**config.mk**
```make
export PLATFORM = sky130hd
export DESIGN_NAME = pim_encoder_acc_flat
export DESIGN_NICKNAME = d
export VERILOG_FILES = /design/src/rtl/pim_encoder_acc_if.sv /design/src/rtl/pim_encoder_acc.sv /design/src/flat_wrapper.sv
export SDC_FILE = /design/constraint.sdc
export NUM_CORES = 1
export LEC_CHECK = 0
export ABC_AREA = 1
export BUFFER_PORTS_ARGS = -buffer_cell sky130_fd_sc_hd__buf_4
export CAP_MARGIN = 20
export CORE_AREA = 2 2 139 141
export CTS_CLUSTER_DIAMETER = 60
export DETAILED_ROUTE_END_ITERATION = 16
export DIE_AREA = 0 0 141 143
export PLACE_DENSITY = 0.72
export REMOVE_ABC_BUFFERS = 1
export SLEW_MARGIN = 20
export SYNTH_ARGS = -nofsm -noshare
export SYNTH_HDL_FRONTEND = slang
export SYNTH_SLANG_ARGS = --single-unit
```
**constraint.sdc**
```tcl
create_clock -name clk_i -period 12.15 [get_ports clk_i]
set_input_delay 0 -clock clk_i [delete_from_list [all_inputs] [get_ports clk_i]]
set_output_delay 0 -clock clk_i [all_outputs]
set_load 0.01 [all_outputs]
```
**src/rtl/pim_encoder_acc_if.sv**
```systemverilog
// Streaming bus for pim_encoder_acc: eFlash read data in, per-channel results out.
// Both directions use a valid/ready handshake.
interface pim_encoder_acc_if #(
  parameter int N_CH  = 4,
  parameter int IN_W  = 8,
  parameter int ACC_W = 12
);
  logic             in_valid_i;
  logic             in_ready_o;
  logic [IN_W-1:0]  data_i [N_CH];
  logic             out_valid_o;
  logic             out_ready_i;
  logic [ACC_W-1:0] acc_o [N_CH];

  modport master (
    output in_valid_i, data_i, out_ready_i,
    input  in_ready_o, out_valid_o, acc_o
  );
  modport slave (
    input  in_valid_i, data_i, out_ready_i,
    output in_ready_o, out_valid_o, acc_o
  );
endinterface

```
**src/rtl/pim_encoder_acc.sv**
```systemverilog
// Multi-channel eFlash output encoder/accumulator (popcount or thermometer decode).
// Optional macro PIM_ENC_ACC_SAT_EN: saturating accumulate plus sticky sat_o flags.
module pim_enc_lane #(
  parameter int IN_W  = 8,
  parameter int ENC_W = 4,
  parameter int ACC_W = 12
) (
  input  logic             clk_i,
  input  logic             rst_i,
  input  logic [IN_W-1:0]  data_i,
  input  logic             rbr_i,
  input  logic             clear_i,
  input  logic             acc_en_i,
  output logic [ACC_W-1:0] acc_o
`ifdef PIM_ENC_ACC_SAT_EN
  ,
  output logic             sat_o
`endif
);
`ifdef PIM_ENC_ACC_SAT_EN
  // Headroom for (acc<<1)+enc so the exact result can be compared to the max.
  localparam int SUM_W = ACC_W + ENC_W + 2;
  logic sat_d, sat_q;
`else
  localparam int SUM_W = ACC_W;
`endif

  logic [ENC_W-1:0] enc;
  logic [SUM_W-1:0] sum;
  logic [ACC_W-1:0] acc_d, acc_q;

  always_comb begin
    enc = '0;
    for (int i = 0; i < IN_W; i++) begin
      if (rbr_i) begin
        if (data_i[i]) enc = ENC_W'(i + 1);
      end else begin
        enc = enc + ENC_W'(data_i[i]);
      end
    end
  end

  always_comb begin
    sum   = rbr_i ? ((SUM_W'(acc_q) << 1) + SUM_W'(enc)) : (SUM_W'(acc_q) + SUM_W'(enc));
    acc_d = acc_q;
`ifdef PIM_ENC_ACC_SAT_EN
    sat_d = sat_q;
`endif
    if (clear_i) begin
      acc_d = '0;
`ifdef PIM_ENC_ACC_SAT_EN
      sat_d = 1'b0;
`endif
    end else if (acc_en_i) begin
`ifdef PIM_ENC_ACC_SAT_EN
      if (sat_q || (sum > SUM_W'({ACC_W{1'b1}}))) begin
        acc_d = '1;
        sat_d = 1'b1;
      end else begin
        acc_d = sum[ACC_W-1:0];
      end
`else
      acc_d = sum[ACC_W-1:0];
`endif
    end
  end

  always_ff @(posedge clk_i or posedge rst_i) begin
    if (rst_i) begin
      acc_q <= '0;
`ifdef PIM_ENC_ACC_SAT_EN
      sat_q <= 1'b0;
`endif
    end else begin
      acc_q <= acc_d;
`ifdef PIM_ENC_ACC_SAT_EN
      sat_q <= sat_d;
`endif
    end
  end

  assign acc_o = acc_q;
`ifdef PIM_ENC_ACC_SAT_EN
  assign sat_o = sat_q;
`endif
endmodule

module pim_encoder_acc #(
  parameter int N_CH  = 4,
  parameter int IN_W  = 8,
  parameter int ACC_W = 12,
  parameter int LEN_W = 8
) (
  input  logic             clk_i,
  input  logic             rst_i,
  input  logic [2:0]       pim_mode_i,
  input  logic             start_i,
  input  logic [LEN_W-1:0] acc_len_i,
  pim_encoder_acc_if.slave io,
  output logic             busy_o,
  output logic             err_o
`ifdef PIM_ENC_ACC_SAT_EN
  ,
  output logic [N_CH-1:0]  sat_o
`endif
);
  localparam int ENC_W = $clog2(IN_W + 1);
  localparam logic [2:0] MODE_PAR = 3'b101;
  localparam logic [2:0] MODE_RBR = 3'b110;

  typedef enum logic [1:0] {IDLE, ACCUM, OUTPUT} state_e;

  state_e           state_d, state_q;
  logic [LEN_W-1:0] len_d, len_q, cnt_d, cnt_q;
  logic             rbr_d, rbr_q;
  logic             in_ready_d, in_ready_q;
  logic             out_valid_d, out_valid_q;
  logic             busy_d, busy_q;
  logic             err_d, err_q;
  logic             clear, accept;

  assign accept = in_ready_q & io.in_valid_i;

  always_comb begin
    state_d     = state_q;
    len_d       = len_q;
    cnt_d       = cnt_q;
    rbr_d       = rbr_q;
    in_ready_d  = in_ready_q;
    out_valid_d = out_valid_q;
    busy_d      = busy_q;
    err_d       = 1'b0;
    clear       = 1'b0;
    case (state_q)
      IDLE: begin
        if (start_i) begin
          if (pim_mode_i == MODE_PAR || pim_mode_i == MODE_RBR) begin
            state_d    = ACCUM;
            rbr_d      = (pim_mode_i == MODE_RBR);
            len_d      = (acc_len_i == '0) ? LEN_W'(1) : acc_len_i;
            cnt_d      = '0;
            clear      = 1'b1;
            in_ready_d = 1'b1;
            busy_d     = 1'b1;
          end else begin
            err_d = 1'b1;
          end
        end
      end
      ACCUM: begin
        if (accept) begin
          // len_q is at least 1 and at most 2^LEN_W-1, so cnt never wraps.
          cnt_d = cnt_q + LEN_W'(1);
          if (cnt_d == len_q) begin
            state_d     = OUTPUT;
            in_ready_d  = 1'b0;
            out_valid_d = 1'b1;
          end
        end
      end
      OUTPUT: begin
        if (io.out_ready_i) begin
          state_d     = IDLE;
          out_valid_d = 1'b0;
          busy_d      = 1'b0;
        end
      end
      default: state_d = IDLE;
    endcase
  end

  always_ff @(posedge clk_i or posedge rst_i) begin
    if (rst_i) begin
      state_q     <= IDLE;
      len_q       <= '0;
      cnt_q       <= '0;
      rbr_q       <= 1'b0;
      in_ready_q  <= 1'b0;
      out_valid_q <= 1'b0;
      busy_q      <= 1'b0;
      err_q       <= 1'b0;
    end else begin
      state_q     <= state_d;
      len_q       <= len_d;
      cnt_q       <= cnt_d;
      rbr_q       <= rbr_d;
      in_ready_q  <= in_ready_d;
      out_valid_q <= out_valid_d;
      busy_q      <= busy_d;
      err_q       <= err_d;
    end
  end

  assign io.in_ready_o  = in_ready_q;
  assign io.out_valid_o = out_valid_q;
  assign busy_o         = busy_q;
  assign err_o          = err_q;

  for (genvar c = 0; c < N_CH; c++) begin : g_lane
    pim_enc_lane #(.IN_W(IN_W), .ENC_W(ENC_W), .ACC_W(ACC_W)) u_lane (
      .clk_i    (clk_i),
      .rst_i    (rst_i),
      .data_i   (io.data_i[c]),
      .rbr_i    (rbr_q),
      .clear_i  (clear),
      .acc_en_i (accept),
      .acc_o    (io.acc_o[c])
`ifdef PIM_ENC_ACC_SAT_EN
      ,
      .sat_o    (sat_o[c])
`endif
    );
  end
endmodule

```
**src/flat_wrapper.sv**
```systemverilog
// flat-port wrapper written by rule: the top's interface ports become plain ports
module pim_encoder_acc_flat 
#(
  parameter int N_CH  = 4,
  parameter int IN_W  = 8,
  parameter int ACC_W = 12,
  parameter int LEN_W = 8
)
  (clk_i, rst_i, pim_mode_i, start_i, acc_len_i, busy_o, err_o, io_in_valid_i, io_data_i, io_out_ready_i, io_in_ready_o, io_out_valid_o, io_acc_o);
  pim_encoder_acc_if #(.N_CH(N_CH), .IN_W(IN_W), .ACC_W(ACC_W)) io_i ();
  input  logic clk_i;
  input  logic rst_i;
  input  logic [2:0] pim_mode_i;
  input  logic start_i;
  input  logic [LEN_W-1:0] acc_len_i;
  output logic busy_o;
  output logic err_o;
  input wire logic [$bits(io_i.in_valid_i)-1:0] io_in_valid_i;
  input wire logic [$bits(io_i.data_i)-1:0] io_data_i;
  input wire logic [$bits(io_i.out_ready_i)-1:0] io_out_ready_i;
  output wire logic [$bits(io_i.in_ready_o)-1:0] io_in_ready_o;
  output wire logic [$bits(io_i.out_valid_o)-1:0] io_out_valid_o;
  output wire logic [$bits(io_i.acc_o)-1:0] io_acc_o;
  assign io_i.in_valid_i = io_in_valid_i;
  assign io_i.data_i = {>>{io_data_i}};
  assign io_i.out_ready_i = io_out_ready_i;
  assign io_in_ready_o = io_i.in_ready_o;
  assign io_out_valid_o = io_i.out_valid_o;
  assign io_acc_o = {>>{io_i.acc_o}};
  pim_encoder_acc #(.N_CH(N_CH), .IN_W(IN_W), .ACC_W(ACC_W), .LEN_W(LEN_W)) u_core (.clk_i(clk_i), .rst_i(rst_i), .pim_mode_i(pim_mode_i), .start_i(start_i), .acc_len_i(acc_len_i), .io(io_i), .busy_o(busy_o), .err_o(err_o));
endmodule
```
== Yosys cells after proc, flatten, opt, wreduce, memory -nomap -nowiden ==
Index checks and enable logic that the tools add are counted.

* Register bits after elaboration: 71
* Latch bits: 0
* Bits in writable memories: 0
* Bits in read-only memories: 0
* Bits of input ports: 48
* Memories: 0

* Add/subtract/negate cells: 37
* Multipliers: 0
* Div/mod/pow operators: 0
* Magnitude comparators: 0
* Equal/unequal tests: 10
* Shift operators: 0
* Muxes and demuxes: 103
* Bitwise logic cells: 1
* Reductions and logical operators: 13

{| class="wikitable"
|+ Operators with widths
! kind !! number
|-
| 4-bit 2-to-1 mux || 60
|-
| 12-bit 2-to-1 mux || 12
|-
| 4-bit by 1-bit adder with 4-bit output || 28
|-
| 12-bit by 4-bit adder with 12-bit output || 8
|-
| 8-bit 2-to-1 mux || 4
|-
| 1-bit 2-to-1 mux || 17
|-
| 8-bit case mux with 2 select lines || 1
|-
| 4-bit AND reduction || 3
|-
| 2-bit 2-to-1 mux || 5
|-
| 5-bit AND reduction || 2
|-
| 8-bit by 1-bit adder with 8-bit output (second input constant) || 1
|-
| 8-bit equality test || 1
|-
| 8-bit zero test || 1
|-
| 2-bit nonzero test || 4
|-
| 3-bit equality test (second input constant) || 2
|-
| 2-bit by 1-bit inequality test with 1-bit output (second input constant) || 3
|-
| 1-bit case mux with 2 select lines || 3
|-
| 2-bit case mux with 3 select lines || 1
|-
| 2-bit inequality test (second input constant) || 2
|-
| 3-bit AND reduction || 1
|-
| 2-bit by 1-bit equality test with 1-bit output (second input constant) || 1
|-
| 2-bit equality test (second input constant) || 1
|-
| 2-bit zero test || 1
|-
| 1-bit AND || 1
|-
| 1-bit logical OR || 1
|}

== Depth between registers and ports, before layout ==
* Depth after elaboration: 20
* Mapped depth: 50
* Depth with buffers taken out: 46

== Cells and area by module ==
Synthesis repeated with hierarchy kept, for this count alone.

* Cells, all modules: 1336
* Area total of the unflattened synthesis: 8689.6 um^2

{| class="wikitable"
|+ Modules (own cells, without submodules)
! module !! instances !! cells each !! area each (um^2) !! sequential area each (um^2)
|-
| pim_enc_lane (u_core.g_lane[1].u_lane ...) || 2 || 289 || 1853.0 || 300.3
|-
| pim_enc_lane (u_core.g_lane[3].u_lane) || 1 || 289 || 1851.8 || 300.3
|-
| pim_enc_lane (u_core.g_lane[0].u_lane) || 1 || 289 || 1850.5 || 300.3
|-
| pim_encoder_acc || 1 || 180 || 1281.2 || 575.6
|}

== Least setup slack after synthesis ==
OpenSTA, ideal clock, no wires.

* Path kind: register to register
* Start point: register u_core.rbr_q
* End point: register u_core.g_lane[1].u_lane.acc_q[11]
* Setup time: 121 ps
* Data arrival time: 6411 ps
* Data required time: 12029 ps
* Path slack: 5618 ps
* Stages on the path, launching flop included: 40
* Buffers on the path: 6
* Period minus slack after synthesis: 6532 ps
* Path through: dfrtp_1 > buf_6 > buf_6 > buf_4 > buf_2 > buf_2 > buf_2 > nand2_1 > o21ai_0 > inv_1 > ha_1 > nand2_1 > o21ai_0 > ha_1 > o21ai_0 > inv_1 > ha_1 > nand2_1 > [4 not listed] > ha_1 > nand2_1 > o21ai_0 > ha_1 > ha_1 > nand2_1 > o31ai_1 > ha_1 > inv_1 > fa_1 > or2_2 > a21oi_1 > nand2_1 > nor2_1 > nand2_1 > o21ai_0 > nand3_1 > a22o_1

* Word-level cells in the longest chain between the ends: 19
* Elaborated cells on any way between the ends: 27
* Classes of those cells: add/sub (9); mux (18)

{| class="wikitable"
|+ Ends and longest elaborated chain
! what !! RTL line !! source
|-
| start, declared || pim_encoder_acc.sv:115 || <nowiki>logic rbr_d, rbr_q;</nowiki>
|-
| start signal, assigned || pim_encoder_acc.sv:186 || <nowiki>rbr_q <= rbr_d;</nowiki>
|-
| 4-bit 2-to-1 mux || pim_encoder_acc.sv:35 || <nowiki>if (rbr_i) begin</nowiki>
|-
| 4-bit by 1-bit adder with 4-bit output / 4-bit 2-to-1 mux (equally long branches) || pim_encoder_acc.sv:38, pim_encoder_acc.sv:36 ||
|-
| 4-bit 2-to-1 mux || pim_encoder_acc.sv:35 ||
|-
| 4-bit by 1-bit adder with 4-bit output / 4-bit 2-to-1 mux (equally long branches) || pim_encoder_acc.sv:38, pim_encoder_acc.sv:36 ||
|-
| 4-bit 2-to-1 mux || pim_encoder_acc.sv:35 ||
|-
| 4-bit by 1-bit adder with 4-bit output / 4-bit 2-to-1 mux (equally long branches) || pim_encoder_acc.sv:38, pim_encoder_acc.sv:36 ||
|-
| 4-bit 2-to-1 mux || pim_encoder_acc.sv:35 ||
|-
| 4-bit by 1-bit adder with 4-bit output / 4-bit 2-to-1 mux (equally long branches) || pim_encoder_acc.sv:38, pim_encoder_acc.sv:36 ||
|-
| [3 not listed] || n/a ||
|-
| 4-bit by 1-bit adder with 4-bit output / 4-bit 2-to-1 mux (equally long branches) || pim_encoder_acc.sv:38, pim_encoder_acc.sv:36 ||
|-
| 4-bit 2-to-1 mux || pim_encoder_acc.sv:35 ||
|-
| 4-bit by 1-bit adder with 4-bit output / 4-bit 2-to-1 mux (equally long branches) || pim_encoder_acc.sv:38, pim_encoder_acc.sv:36 ||
|-
| 4-bit 2-to-1 mux || pim_encoder_acc.sv:35 ||
|-
| 12-bit by 4-bit adder with 12-bit output || pim_encoder_acc.sv:44 || <nowiki>sum = rbr_i ? ((SUM_W'(acc_q) << 1) + SUM_W'(enc)) : (SUM_W'(acc_q) + SUM_W'(enc));</nowiki>
|-
| 12-bit 2-to-1 mux * || pim_encoder_acc.sv:44 ||
|-
| 12-bit 2-to-1 mux * || pim_encoder_acc.sv:54 || <nowiki>end else if (acc_en_i) begin</nowiki>
|-
| 12-bit 2-to-1 mux * || pim_encoder_acc.sv:49 || <nowiki>if (clear_i) begin</nowiki>
|-
| end signal, assigned || pim_encoder_acc.sv:70 || <nowiki>acc_q <= '0;</nowiki>
|-
| end signal, assigned || pim_encoder_acc.sv:75 || <nowiki>acc_q <= acc_d;</nowiki>
|-
| end, declared || pim_encoder_acc.sv:30 || <nowiki>logic [ACC_W-1:0] acc_d, acc_q;</nowiki>
|}

Every way passes the cells marked *; elsewhere a longest branch is shown, timed or not. The select of a mux whose other input is x is not followed.
A chain may end at the register's enable or synchronous reset.

== Worst setup path in the final report ==
* Start point: register u_core.rbr_q
* End point: register u_core.g_lane[1].u_lane.acc_q[9]

The elaborated chain is that of the path after synthesis.

==> flow_results.org <==
** Hold path
- Hold-critical path depth :: 3
- The worst hold path belongs to the class in -> reg.

** Pwr
- Sequential share of power :: 0.171
- Comb pwr share :: 0.724
- Pint :: 0.00132 W
- Of the total power, the clock network draws 0.105.
- Worst supply voltage drop on vdd :: approximately 130 uV
- For this design the ratio of total power to cell area is around 280 nW/um2.
- Net Sw Power :: roughly 0.0014 W
- For this design the static power due to leakage is between 5 and 6 nW.
- Of the total power, the share spent switching nets is 0.520.

** GRT
- The first global-routing pass estimated approximately 33,000 um of wire.
- The initial antenna violation count was 0.
- Entering global routing, the biggest net connects roughly 150 pins.
- Number of global-route vias before repair :: ~7,500
- Summed over all layers, the global routing overflow is 0.
- In the global route stage, overall resource usage came out at 0.195.

** Yosys
- Number of enable-type register cells in the synthesized netlist :: 0
- After synthesis, the mean cell area works out to 6.73 um2.
- Top area cells in the synthesized netlist :: sky130_fd_sc_hd__dfrtp_1 (21%), sky130_fd_sc_hd__ha_1 (17%), sky130_fd_sc_hd__nand2_1 (13%)
- Synth top area share :: 0.211
- Synthesized area :: 8430 um2
- Most area-hungry cell type in the Yosys netlist :: sky130_fd_sc_hd__dfrtp_1
- After synthesis the netlist holds a flip-flop and latch count of 71.
- The synthesized netlist contains between 50 and 60 unique library cells.
- In the synthesized netlist the async set-or-reset flop fraction comes to 1.00.
- Post-Syn Instances :: roughly 1,300
- The most used flip-flop cell after synthesis is sky130_fd_sc_hd__dfrtp_1.
- Count of yosys warnings during synthesis :: 0
- For this run, the register share of the synthesized area comes to 0.211.

** Clocking
- TritonCTS built the clock tree.
- Clock buffer count from CTS :: 9
- Max Root-Sink Buffers :: 2
- Worst skew pair latency :: between 0.3 and 0.4 ns
- Level count of the clock H-tree :: 3
- In this run the post-CTS setup repair buffer count came out at 0.
- After clock tree synthesis, the clock-pin slew on the worst setup and hold paths is approximately 0.060 ns.
- The tree built by TritonCTS fans out to a little over 70 sinks.
- Clock root buffer master :: sky130_fd_sc_hd__clkbuf_16

** Cells and area
- The filler cells instantiated in the layout total ~1,800.
- Number of nets in the final layout :: ~1,500
- Signed area change from the synthesized netlist to the final layout :: 15.1%
- Share of post-route cells with drive strength above 1 :: 0.141
- Number of diodes :: 0

** Critical path
- Broken down by cell family, the worst path's largest delay share belongs to adder cells.
- Kind of start point of the critical path :: flop
- For this design, the slowest cell found on the critical path is sky130_fd_sc_hd__dfrtp_4.
- Arrival time at the worst endpoint :: roughly 7.8 ns
- Worst Reg-to-Reg Cells :: 31
- Worst Path Class, Setup :: reg -> reg
- R2r setup slk :: 4.54 ns
- Data on the critical path is required at its endpoint by 12.34 ns.
- Slowest stage delay, CP :: 0.76 ns
- The worst setup path is captured at a flop.
- Levels on crit path :: 31
- Largest driver fanout on the critical path :: around 140
- Worst path buffer plus inverter count :: 5

** Floorplanning
- Effective utilization at floorplan :: 0.454
- Die Width :: roughly 140 um
- In this run the count of I/O pins placed on the die edge is 100.
- The die covers around 20,000 um2.
- In this run the core area contains 50 standard-cell rows.
- Core Area :: roughly 19,000 um2
- Die outline height :: approximately 140 um

** Placement
- During placement, the flow inserted port buffers numbering around 100.
- Once detailed placement completed, the half-perimeter wirelength came to 14,100 um.
- Final weighted congestion in routability-driven placement :: 0.841

** Timing
- Post-Route Setup TNS :: 0 ns
- Final Skew :: 0.00582 ns
- Final hold violation count :: 0
- Of the available clock period, the critical path in the final layout requires 0.627.
- Slew at the pin with the worst max-slew slack :: between 0.8 and 0.9 ns
- Achievable clock frequency :: 131 MHz
- The worst path needs ~7.6 ns of the cycle, external delays included.
- Worst slew slack as a fraction of its limit :: 0.400
- Worst Hold Margin :: 0.0322 ns
- Fin. max-slew vios :: 0
- Setup repair after global routing missed its margin :: no
- Number of failing setup endpoints in the final timing report :: 0

** Drt
- The routed layout has between 8,000 and 9,000 vias.
- In this run the remaining antenna-violating nets after routing total 0.
- Detailed-routing iteration count for the pre-antenna-repair pass :: 5
- DR WL/cell :: roughly 12 um
- For this block, the routed nets add up to a little under 20,000 um of wire.
- Vias per cell :: approximately 5.2
- DRC marker count from the first detailed-route iteration :: 450
- DRC errors left :: 0

** Outcome
- Outcome :: completed

** Job
- Max-Cap Viols :: 0
[power by group through the flow]
stage | Clock [W] | Sequential, W | Combinational (W)
after floorplan | 0 | 0.000473 | 0.00151
after global placement | 0 | 0.000469 | 0.00193
after detailed placement | 0 | 0.000470 | 0.00200
after CTS | 0.000293 | 0.000468 | 0.00201
after global routing | 0.000301 | 0.000488 | 0.00236
final | 0.000288 | 0.000470 | 0.00199
[worst reg2reg max path, delay by kind of cell (launching register included)]
| kind | cells | cell delay, ns |
|---|---|---|
| buffers and inverters | 5 | 1.29 |
| and+or+nand+nor | 7 | 0.90 |
| adders and majority gates | 8 | 2.39 |
| AOI/OAI and AO/OA | 11 | 2.14 |
| DFF | 1 | 0.76 |
[logic make-up after synthesis]
logic type / Yosys count / synth area share
compound gates: 250 / 0.171
simple gates: 552 / 0.294
flops: 71 / 0.211
buf+inv: 240 / 0.117
fa+ha+maj: 121 / 0.187
xor+xnor: 19 / 0.0197
[repair_timing]
action | in CTS | in global routing
gates resized for setup | 0 | 0
hold buffers | 11 | 0
hold endpoints to repair | 81 | 0
[Yosys cell counts, types with 3 or more instances]
cell type and count:
sky130_fd_sc_hd__a21oi_1 55, sky130_fd_sc_hd__a31oi_1 8, sky130_fd_sc_hd__a32o_1 4, sky130_fd_sc_hd__buf_2 21, sky130_fd_sc_hd__buf_6 4, sky130_fd_sc_hd__clkbuf_1 8, sky130_fd_sc_hd__dfrtp_1 71, sky130_fd_sc_hd__fa_1 8
sky130_fd_sc_hd__ha_1 113, sky130_fd_sc_hd__inv_1 193, sky130_fd_sc_hd__inv_2 6, sky130_fd_sc_hd__nand2_1 291, sky130_fd_sc_hd__nand2_2 16, sky130_fd_sc_hd__nand3_1 74, sky130_fd_sc_hd__nand3_2 14, sky130_fd_sc_hd__nand3b_1 5
sky130_fd_sc_hd__nand4_1 21, sky130_fd_sc_hd__nor2_1 86, sky130_fd_sc_hd__nor2_2 8, sky130_fd_sc_hd__nor3_1 14, sky130_fd_sc_hd__nor4_1 3, sky130_fd_sc_hd__o211ai_1 9, sky130_fd_sc_hd__o21ai_0 119, sky130_fd_sc_hd__o21ai_1 5
sky130_fd_sc_hd__o21ai_2 5, sky130_fd_sc_hd__o21bai_1 3, sky130_fd_sc_hd__o22ai_1 21, sky130_fd_sc_hd__o32ai_1 6, sky130_fd_sc_hd__or2_2 12, sky130_fd_sc_hd__xnor2_1 3, sky130_fd_sc_hd__xor2_1 16
[cells in the final DEF (no fill, tap or decap), drive strengths merged, types with 3 or more instances in the layout]
master,count
nand2,307
inv,201
o21ai,129
ha,113
buf,102
nor2,96
nand3,88
dfrtp,71
a21oi,56
nand4,22
o22ai,21
xor2,16
nor3,15
or2,14
dlygate4sd3,11
clkbuf,10
o211ai,9
a31oi,8
fa,8
o32ai,6
nand3b,5
a32o,4
clkinv,4
nor4,3
xnor2,3
o21bai,3
[area by class of cell]
class	instances	area (um2)	share of cell area
multi-input cells	942	5670	0.584
flip-flops and latches	71	1780	0.183
inverters	202	766	0.0789
well taps	234	293	0.0302
repair buffers	113	876	0.0903
clock inverters	6	93.8	0.00967
clock buffers	10	229	0.0236
[flip-flops by register name (all words and copies together), names as in the netlist]
| register | count |
|---|---|
| u_core.busy_o | 1 |
| u_core.cnt_q | 8 |
| u_core.err_o | 1 |
| u_core.g_lane.u_lane.acc_o | 48 |
| u_core.io.in_ready_o | 1 |
| u_core.io.out_valid_o | 1 |
| u_core.len_q | 8 |
| u_core.rbr_q | 1 |
| u_core.state_q | 2 |
[per-layer routing]
layer	GRT usage	part of all wire	routed length, um	up-vias
li1	-	-	-	4303
met1	0.262	0.48	9210	3656
met2	0.338	0.47	9090	168
met3	0.0275	0.046	900	16
met4	0.0389	0.0090	175	0
met5	0	0	0	-
[path summary, 6_finish.rpt]
| path | start | endpoint |
|---|---|---|
| min | pim_mode_i[0] | u_core.rbr_q |
| max in group asynchronous | rst_i | u_core.rbr_q |
| min reg2reg | u_core.busy_o | u_core.busy_o |
| max reg2reg | u_core.rbr_q | u_core.g_lane[1].u_lane.acc_o[9] |
| min in group asynchronous | rst_i | u_core.busy_o |
| max | u_core.rbr_q | u_core.g_lane[1].u_lane.acc_o[9] |
[per-stage QoR]
stage / setup slack, ns / instances / util / instance area [um2] / power [W]
2_1_floorplan: 4.18 / 1215 / - / 8210 / 0.00198
3_5_place_dp: 4.65 / 1551 / 0.499 / 9270 / 0.00247
4_1_cts: 4.62 / 1578 / 0.522 / 9700 / 0.00277
3_3_place_gp: 4.82 / 1551 / 0.499 / 9270 / 0.00240
5_1_grt: 3.87 / 1578 / 0.522 / 9700 / 0.00315
6_report: 4.54 / 1578 / 0.522 / 9700 / 0.00275
Power figures use the tool's default switching activity.
